<file path="src/rtl/spi_pkg.sv">
// Shared types and defaults for the SPI master and its edge generator.
// The state encoding and mode constants are shared with the bench slave model.
package spi_pkg;

    typedef enum logic [1:0] {
        StIdle,
        StLead,
        StXfer,
        StTrail
    } spi_state_e;

    // Mode encoding is {cpol, cpha}.
    localparam logic [1:0] Mode0 = 2'b00;
    localparam logic [1:0] Mode1 = 2'b01;
    localparam logic [1:0] Mode2 = 2'b10;
    localparam logic [1:0] Mode3 = 2'b11;

    localparam int unsigned DefClkDiv = 4;
    localparam int unsigned DefDataW  = 8;

    // Edge counter must hold 2*DATA_W data edges plus the trailing half-period strobe.
    function automatic int unsigned edge_cnt_w(input int unsigned data_w);
        return $clog2(2 * data_w + 2);
    endfunction

endpackage

</file>
<file path="src/rtl/spi_clk_gen.sv">
// Half-period divider and edge counter for the SPI master.
// edge_idx_o is the 1-based number of the edge that fires with edge_stb_o.
module spi_clk_gen
    import spi_pkg::*;
#(
    parameter int unsigned CLK_DIV = DefClkDiv,
    parameter int unsigned EDGE_W  = 5
) (
    input  logic              clk_i,
    input  logic              rst_i,
    input  logic              run_i,
    input  logic              clr_i,
    output logic              edge_stb_o,
    output logic [EDGE_W-1:0] edge_idx_o
);

    localparam int unsigned     DivW   = (CLK_DIV > 2) ? $clog2(CLK_DIV) : 1;
    localparam logic [DivW-1:0] DivMax = DivW'(CLK_DIV - 1);

    logic [DivW-1:0]   div_q;
    logic [EDGE_W-1:0] cnt_q;

    assign edge_stb_o = run_i && (div_q == DivMax);
    assign edge_idx_o = cnt_q + EDGE_W'(1);

    always_ff @(posedge clk_i) begin
        if (rst_i) begin
            div_q <= '0;
            cnt_q <= '0;
        end else if (clr_i || !run_i) begin
            div_q <= '0;
            cnt_q <= '0;
        end else if (edge_stb_o) begin
            div_q <= '0;
            cnt_q <= cnt_q + EDGE_W'(1);
        end else begin
            div_q <= div_q + DivW'(1);
        end
    end

endmodule

</file>
<file path="src/rtl/spi_master.sv">
// SPI master: one DATA_W-bit word per accepted transmit word, all four CPOL/CPHA
// modes, and back-to-back bursts with ena held high. CLK_DIV must be at least 2.
module spi_master
    import spi_pkg::*;
#(
    parameter int unsigned CLK_DIV = DefClkDiv,
    parameter int unsigned DATA_W  = DefDataW
) (
    input  logic              clk_i,
    input  logic              rst_i,
    input  logic              cpol_i,
    input  logic              cpha_i,
    input  logic [DATA_W-1:0] tx_data_i,
    input  logic              tx_valid_i,
    output logic              tx_ready_o,
    output logic [DATA_W-1:0] rx_data_o,
    output logic              rx_valid_o,
    output logic              busy_o,
    output logic              sck_o,
    output logic              mosi_o,
    input  logic              miso_i,
    output logic              ena_o
);

    localparam int unsigned       EdgeW    = edge_cnt_w(DATA_W);
    localparam logic [EdgeW-1:0]  LastEdge = EdgeW'(2 * DATA_W);
    localparam logic [EdgeW-1:0]  FirstEdge = EdgeW'(1);

    spi_state_e        state_q;
    logic              sck_q;
    logic              mosi_q;
    logic              ena_q;
    logic              busy_q;
    logic              rx_valid_q;
    logic [DATA_W-1:0] rx_data_q;
    logic [DATA_W-1:0] tx_sh_q;
    logic [DATA_W-1:0] rx_sh_q;
    logic              cpol_q;
    logic              cpha_q;
    logic              samp_q;
    logic              last_q;

    logic              edge_stb;
    logic [EdgeW-1:0]  edge_idx;
    logic              run;
    logic              last_edge;
    logic              accept;
    logic              data_edge;
    logic              shift_edge;
    logic [DATA_W-1:0] rx_shift;

    assign run        = (state_q != StIdle);
    assign last_edge  = edge_stb && (state_q == StXfer) && (edge_idx == LastEdge);
    assign tx_ready_o = !rst_i && ((state_q == StIdle) || last_edge);
    assign accept     = tx_valid_i && tx_ready_o;
    assign data_edge  = edge_stb && ((state_q == StLead) || (state_q == StXfer));

    // cpha=0 shifts on even edges, cpha=1 on odd edges from 3; the MSB needs no shift.
    assign shift_edge = cpha_q ? (edge_idx[0] && (edge_idx != FirstEdge))
                               : (!edge_idx[0] && (edge_idx != LastEdge));

    assign rx_shift = {rx_sh_q[DATA_W-2:0], miso_i};

    spi_clk_gen #(
        .CLK_DIV (CLK_DIV),
        .EDGE_W  (EdgeW)
    ) u_clk_gen (
        .clk_i      (clk_i),
        .rst_i      (rst_i),
        .run_i      (run),
        .clr_i      (accept),
        .edge_stb_o (edge_stb),
        .edge_idx_o (edge_idx)
    );

    always_ff @(posedge clk_i) begin
        if (rst_i) begin
            state_q    <= StIdle;
            sck_q      <= 1'b0;
            mosi_q     <= 1'b0;
            ena_q      <= 1'b0;
            busy_q     <= 1'b0;
            rx_valid_q <= 1'b0;
            rx_data_q  <= '0;
            tx_sh_q    <= '0;
            rx_sh_q    <= '0;
            cpol_q     <= 1'b0;
            cpha_q     <= 1'b0;
            samp_q     <= 1'b0;
            last_q     <= 1'b0;
        end else begin
            // miso is captured the cycle after the strobe, once sck has visibly moved.
            samp_q     <= data_edge && (edge_idx[0] != cpha_q);
            last_q     <= last_edge;
            rx_valid_q <= last_q;

            if (samp_q) begin
                rx_sh_q <= rx_shift;
            end
            if (last_q) begin
                rx_data_q <= samp_q ? rx_shift : rx_sh_q;
            end

            unique case (state_q)
                StIdle: begin
                    sck_q <= cpol_i;
                    if (accept) begin
                        state_q <= StLead;
                        ena_q   <= 1'b1;
                        busy_q  <= 1'b1;
                        tx_sh_q <= tx_data_i;
                        mosi_q  <= tx_data_i[DATA_W-1];
                        cpol_q  <= cpol_i;
                        cpha_q  <= cpha_i;
                    end
                end
                StLead: begin
                    if (edge_stb) begin
                        sck_q   <= ~sck_q;
                        state_q <= StXfer;
                    end
                end
                StXfer: begin
                    if (edge_stb) begin
                        sck_q <= ~sck_q;
                        if (edge_idx == LastEdge) begin
                            if (tx_valid_i) begin
                                tx_sh_q <= tx_data_i;
                                // cpha=1 still samples on this edge; its MSB goes out on edge 1.
                                if (!cpha_q) begin
                                    mosi_q <= tx_data_i[DATA_W-1];
                                end
                            end else begin
                                state_q <= StTrail;
                            end
                        end else if (shift_edge) begin
                            mosi_q  <= tx_sh_q[DATA_W-2];
                            tx_sh_q <= tx_sh_q << 1;
                        end else if (cpha_q && (edge_idx == FirstEdge)) begin
                            mosi_q <= tx_sh_q[DATA_W-1];
                        end
                    end
                end
                StTrail: begin
                    if (edge_stb) begin
                        state_q <= StIdle;
                        ena_q   <= 1'b0;
                        busy_q  <= 1'b0;
                    end
                end
            endcase
        end
    end

    assign sck_o      = sck_q;
    assign mosi_o     = mosi_q;
    assign ena_o      = ena_q;
    assign busy_o     = busy_q;
    assign rx_valid_o = rx_valid_q;
    assign rx_data_o  = rx_data_q;

endmodule

</file>
<file path="config.mk">
export PLATFORM = sky130hd
export DESIGN_NAME = spi_master
export DESIGN_NICKNAME = d
export VERILOG_FILES = /design/src/rtl/spi_pkg.sv /design/src/rtl/spi_clk_gen.sv /design/src/rtl/spi_master.sv
export SDC_FILE = /design/constraint.sdc
export NUM_CORES = 1
export LEC_CHECK = 0
export CORE_MARGIN = 2
export CORE_UTILIZATION = 41
export DETAILED_ROUTE_END_ITERATION = 8
export GPL_TIMING_DRIVEN = 0
export PLACE_DENSITY = 0.7
export SYNTH_ARGS = -nofsm -noshare
export SYNTH_HDL_FRONTEND = slang
export SYNTH_SLANG_ARGS = --single-unit
</file>
<file path="constraint.sdc">
create_clock -name clk_i -period 5.2 [get_ports clk_i]
set_input_delay 1.04 -clock clk_i [delete_from_list [all_inputs] [get_ports clk_i]]
set_output_delay 1.04 -clock clk_i [all_outputs]
set_load 0.05 [all_outputs]
</file>
==> flow_metrics.env, run 1 <==
export IMPL_setup_viol=0
export IMPL_area_growth_pct=24.5
export IMPL_layout_nets=254
export IMPL_rsz0062_at_grt="no"
export IMPL_grt_max_degree=13
export IMPL_portBuffers=26
export IMPL_max_clock_freq_mhz=278
export IMPL_track_usage_pct=15.0
export IMPL_die_h_um=71.3
export IMPL_dr_pass1_iters=4
export IMPL_avgSynthCellArea_um2=9.28
export IMPL_clk_latency_ns=0.29
export IMPL_slew_viol_final=0
export IMPL_r2r_start="u_clk_gen.cnt_q[0]"
export IMPL_critPathLaunchType="flop"
export IMPL_crit_path_top_delay_cell="clkdlybuf4s50_1"
export IMPL_cp_startpoint="u_clk_gen.cnt_q[1]"
export IMPL_cellLeakagePower_nw=0.881
export IMPL_holdCritPathClass="flop to flop"
export IMPL_vdd_ir_drop_max_mv=0.226
export IMPL_dp_final_hpwl_um=2550
export IMPL_hold_viol_final=0
export IMPL_cts_tree="yes"
export IMPL_worst_pin_slew_ns=0.611
export IMPL_clk_pin_slew_ns=0.07
export IMPL_row_count=24
export IMPL_finalCritPeriodShare_pct=69.1
export IMPL_max_slew_margin_rel_pct=59.3
export IMPL_setup_ws_ns=1.61
export IMPL_pre_cts_ws_ns=1.72
export IMPL_grt_pass1_vias=1394
export IMPL_cts_sinks=40
export IMPL_cpLargestDelayFamily="buffers and inverters"
export IMPL_stdcell_area_um2=2310
export IMPL_dieWidth_um=71.3
export IMPL_hp_start="u_clk_gen.div_q[0]"
export IMPL_antenna_found_initial=0
export IMPL_ios=28
export IMPL_syn_area_um2=1860
export IMPL_drcViolationCount=0
export IMPL_critPathRequiredTime_ns=4.16
export IMPL_cpPeakStageDelay_ns=0.79
export IMPL_ys_seq_area_share_pct=43.2
export IMPL_fp_coreArea_um2=4350
export IMPL_crit_chain="ha_1 -> nand2_1 -> nor3_1 -> and2_1 -> a21o_1 -> clkdlybuf4s50_1"
export IMPL_antenna_left=0
export IMPL_dpl_cell_area_um2=2180
export IMPL_postCtsSetupBuffers=0
export IMPL_setup_tns_ns=0
export IMPL_synthFlopType="dfxtp_1"
export IMPL_die_area_um2=5080
export IMPL_wl_per_cell_um=12.4
export IMPL_place_gp_congestion=0.803
export IMPL_synth_ff_latch_count=40
export IMPL_clk_path_buf_depth=2
export IMPL_synth_area_leader_cell="dfxtp_1"
export IMPL_fin_util_pct=53.0
export IMPL_synth_edf_count=0
export IMPL_powerDensity_nw_per_um2=406
export IMPL_synth_common_cells="dfxtp_1, nor2_1, mux2i_1, a211oi_1, a21oi_1"
export IMPL_endpoint_kind="primary output"
export IMPL_drt_iter0_drc=65
export IMPL_cts_resized=0
export IMPL_cp_buffers_inverters=1
export IMPL_htree_num_levels=2
export IMPL_synth_top_area_share_pct=43.2
export IMPL_grt_pass1_wl_um=6020
export IMPL_antenna_cells=0
export IMPL_critPathMaxFanout=7
export IMPL_ys_types=40
export IMPL_cp_arrival_ns=2.55
export IMPL_cts_hold_buf=0
export IMPL_synth_area_leaders="dfxtp_1, mux2i_1, nor2_1, a211oi_2, ha_1"
export IMPL_yosysWarnings=0
export IMPL_async_reset_ff_share_pct=0
export IMPL_via_per_inst=5.12
export IMPL_hold_slack_ns=0.432
export IMPL_drt_wl_total_um=3540
export IMPL_drive_gt1_share_pct=11.2
export IMPL_fin_worst_skew_ns=0.00469
export IMPL_grt_ovfl_total=0
export IMPL_yosysMostFrequentCell="dfxtp_1"
export IMPL_initial_core_util_pct=42.6
export IMPL_num_vias=1460
export IMPL_status="complete, no violations"
export IMPL_cap_violations=0
export IMPL_syn_instance_count=200
export IMPL_cts_buffers=5
export IMPL_cts_root_buffer="clkbuf_8"
export IMPL_syn_num_nets=221
export IMPL_finalCriticalPeriod_ns=3.59
export IMPL_path_class="flop to primary output"
-- metal layers --
metal / vias up / track usage (%) / part of all wire, %
met2: 21 / 23.7 / 45
met3: 6 / 4.36 / 4.2
met4: 0 / 5.66 / 1.7
met1: 670 / 19.4 / 49
met5: - / 0 / 0
li1: 763 / - / -
-- worst reg2reg max path, cell delays in order, from the launching register on --
cell and delay (ns):
dfxtp_1 0.31, buf_2 0.18, inv_1 0.14, ha_1 0.18, or3b_4 0.38, o311ai_2 0.22
o22ai_1 0.13, o22a_2 0.30, buf_6 0.16, nor2_1 0.11, a211oi_2 0.06
-- power by group --
part	leakage, nW	total [W]	internal (W)	switching [W]
clock	0.0642	0.000296	0.000189	0.000107
combinational	0.492	0.000278	0.000117	0.000161
sequential	0.325	0.000364	0.000340	0.0000233
total	0.881	0.000937	0.000646	0.000291
-- path summary, 6_finish.rpt --
check	cells after the start	slack [ns]	endpoint
min reg2reg	1	0.43	u_clk_gen.div_q[0]
min	1	0.43	u_clk_gen.div_q[0]
max	6	1.61	tx_ready_o
max reg2reg	10	2.88	tx_sh_q[6]
-- metrics by stage --
step / total power [W] / cells
final: 0.000937 / 285
after global routing: 0.000990 / 285
after CTS: 0.000946 / 285
after detailed placement: 0.000650 / 278
after global placement: 0.000644 / 278
after floorplan: 0.000582 / 200
-- layout make-up --
type | count | area [um^2]
Clock buffer | 5 | 68.8
Sequential cell | 40 | 801
Fill cell | 426 | 2040
Buffer | 14 | 68.8
Multi-Input combinational cell | 138 | 956
Timing Repair Buffer | 26 | 260
Inverter | 8 | 30.0
Tap cell | 52 | 65.1
Clock inverter | 2 | 60.1
-- state kept, by name (all words and copies together), names as in the netlist, 2 cells and up --
register	count
u_clk_gen.cnt_q	5
rx_data_o	8
rx_sh_q	8
u_clk_gen.div_q	2
tx_sh_q	8
state_q	2
-- logic make-up after synthesis --
group / count (synthesis) / synth area share [%]
AOI/OAI and AO/OA: 39 / 17.1
xor gates and xnor gates: 6 / 2.83
adders and majority gates: 7 / 4.72
buffers and inverters: 22 / 5.33
DFF: 40 / 43.2
muxes: 18 / 9.78
and+or+nand+nor: 68 / 17.1
-- cells in the final DEF (no fill, tap or decap), types with 2 or more instances in the layout --
cell	netlist	layout
a211oi_1	11	11
a211oi_2	7	7
a21oi_1	9	9
buf_2	4	4
bufinv_16	0	2
clkbuf_1	7	7
clkbuf_8	0	5
clkdlybuf4s50_1	0	26
dfxtp_1	40	40
ha_1	7	7
inv_1	8	8
mux2i_1	17	17
nand2_1	8	8
nand3_1	3	3
nand4_1	3	3
nor2_1	35	35
nor2b_1	4	4
nor3_1	6	6
o21ai_0	2	2
o22ai_1	2	2
xnor2_1	3	3
xor2_1	3	3
(Power assumes the default switching activity.)
==> inputs of run 2 (changes only) <==
==> constraint.sdc (replaced) <==
create_clock -name clk_i -period 3.6 [get_ports clk_i]
set_input_delay 0.72 -clock clk_i [delete_from_list [all_inputs] [get_ports clk_i]]
set_output_delay 0.72 -clock clk_i [all_outputs]
set_load 0.05 [all_outputs]
==> results of run 2 <==
Same layout as run 1 (identical final DEF). Status: complete, no violations.
Main changes from that run: setup slack after placement 1.72 ns -> 0.667 ns; setup slack after layout 1.61 ns -> 0.326 ns; register-to-register setup slack 2.88 ns -> 1.28 ns; total power 0.000937 W -> 0.00135 W; worst IR drop on VDD 0.226 mV -> 0.326 mV
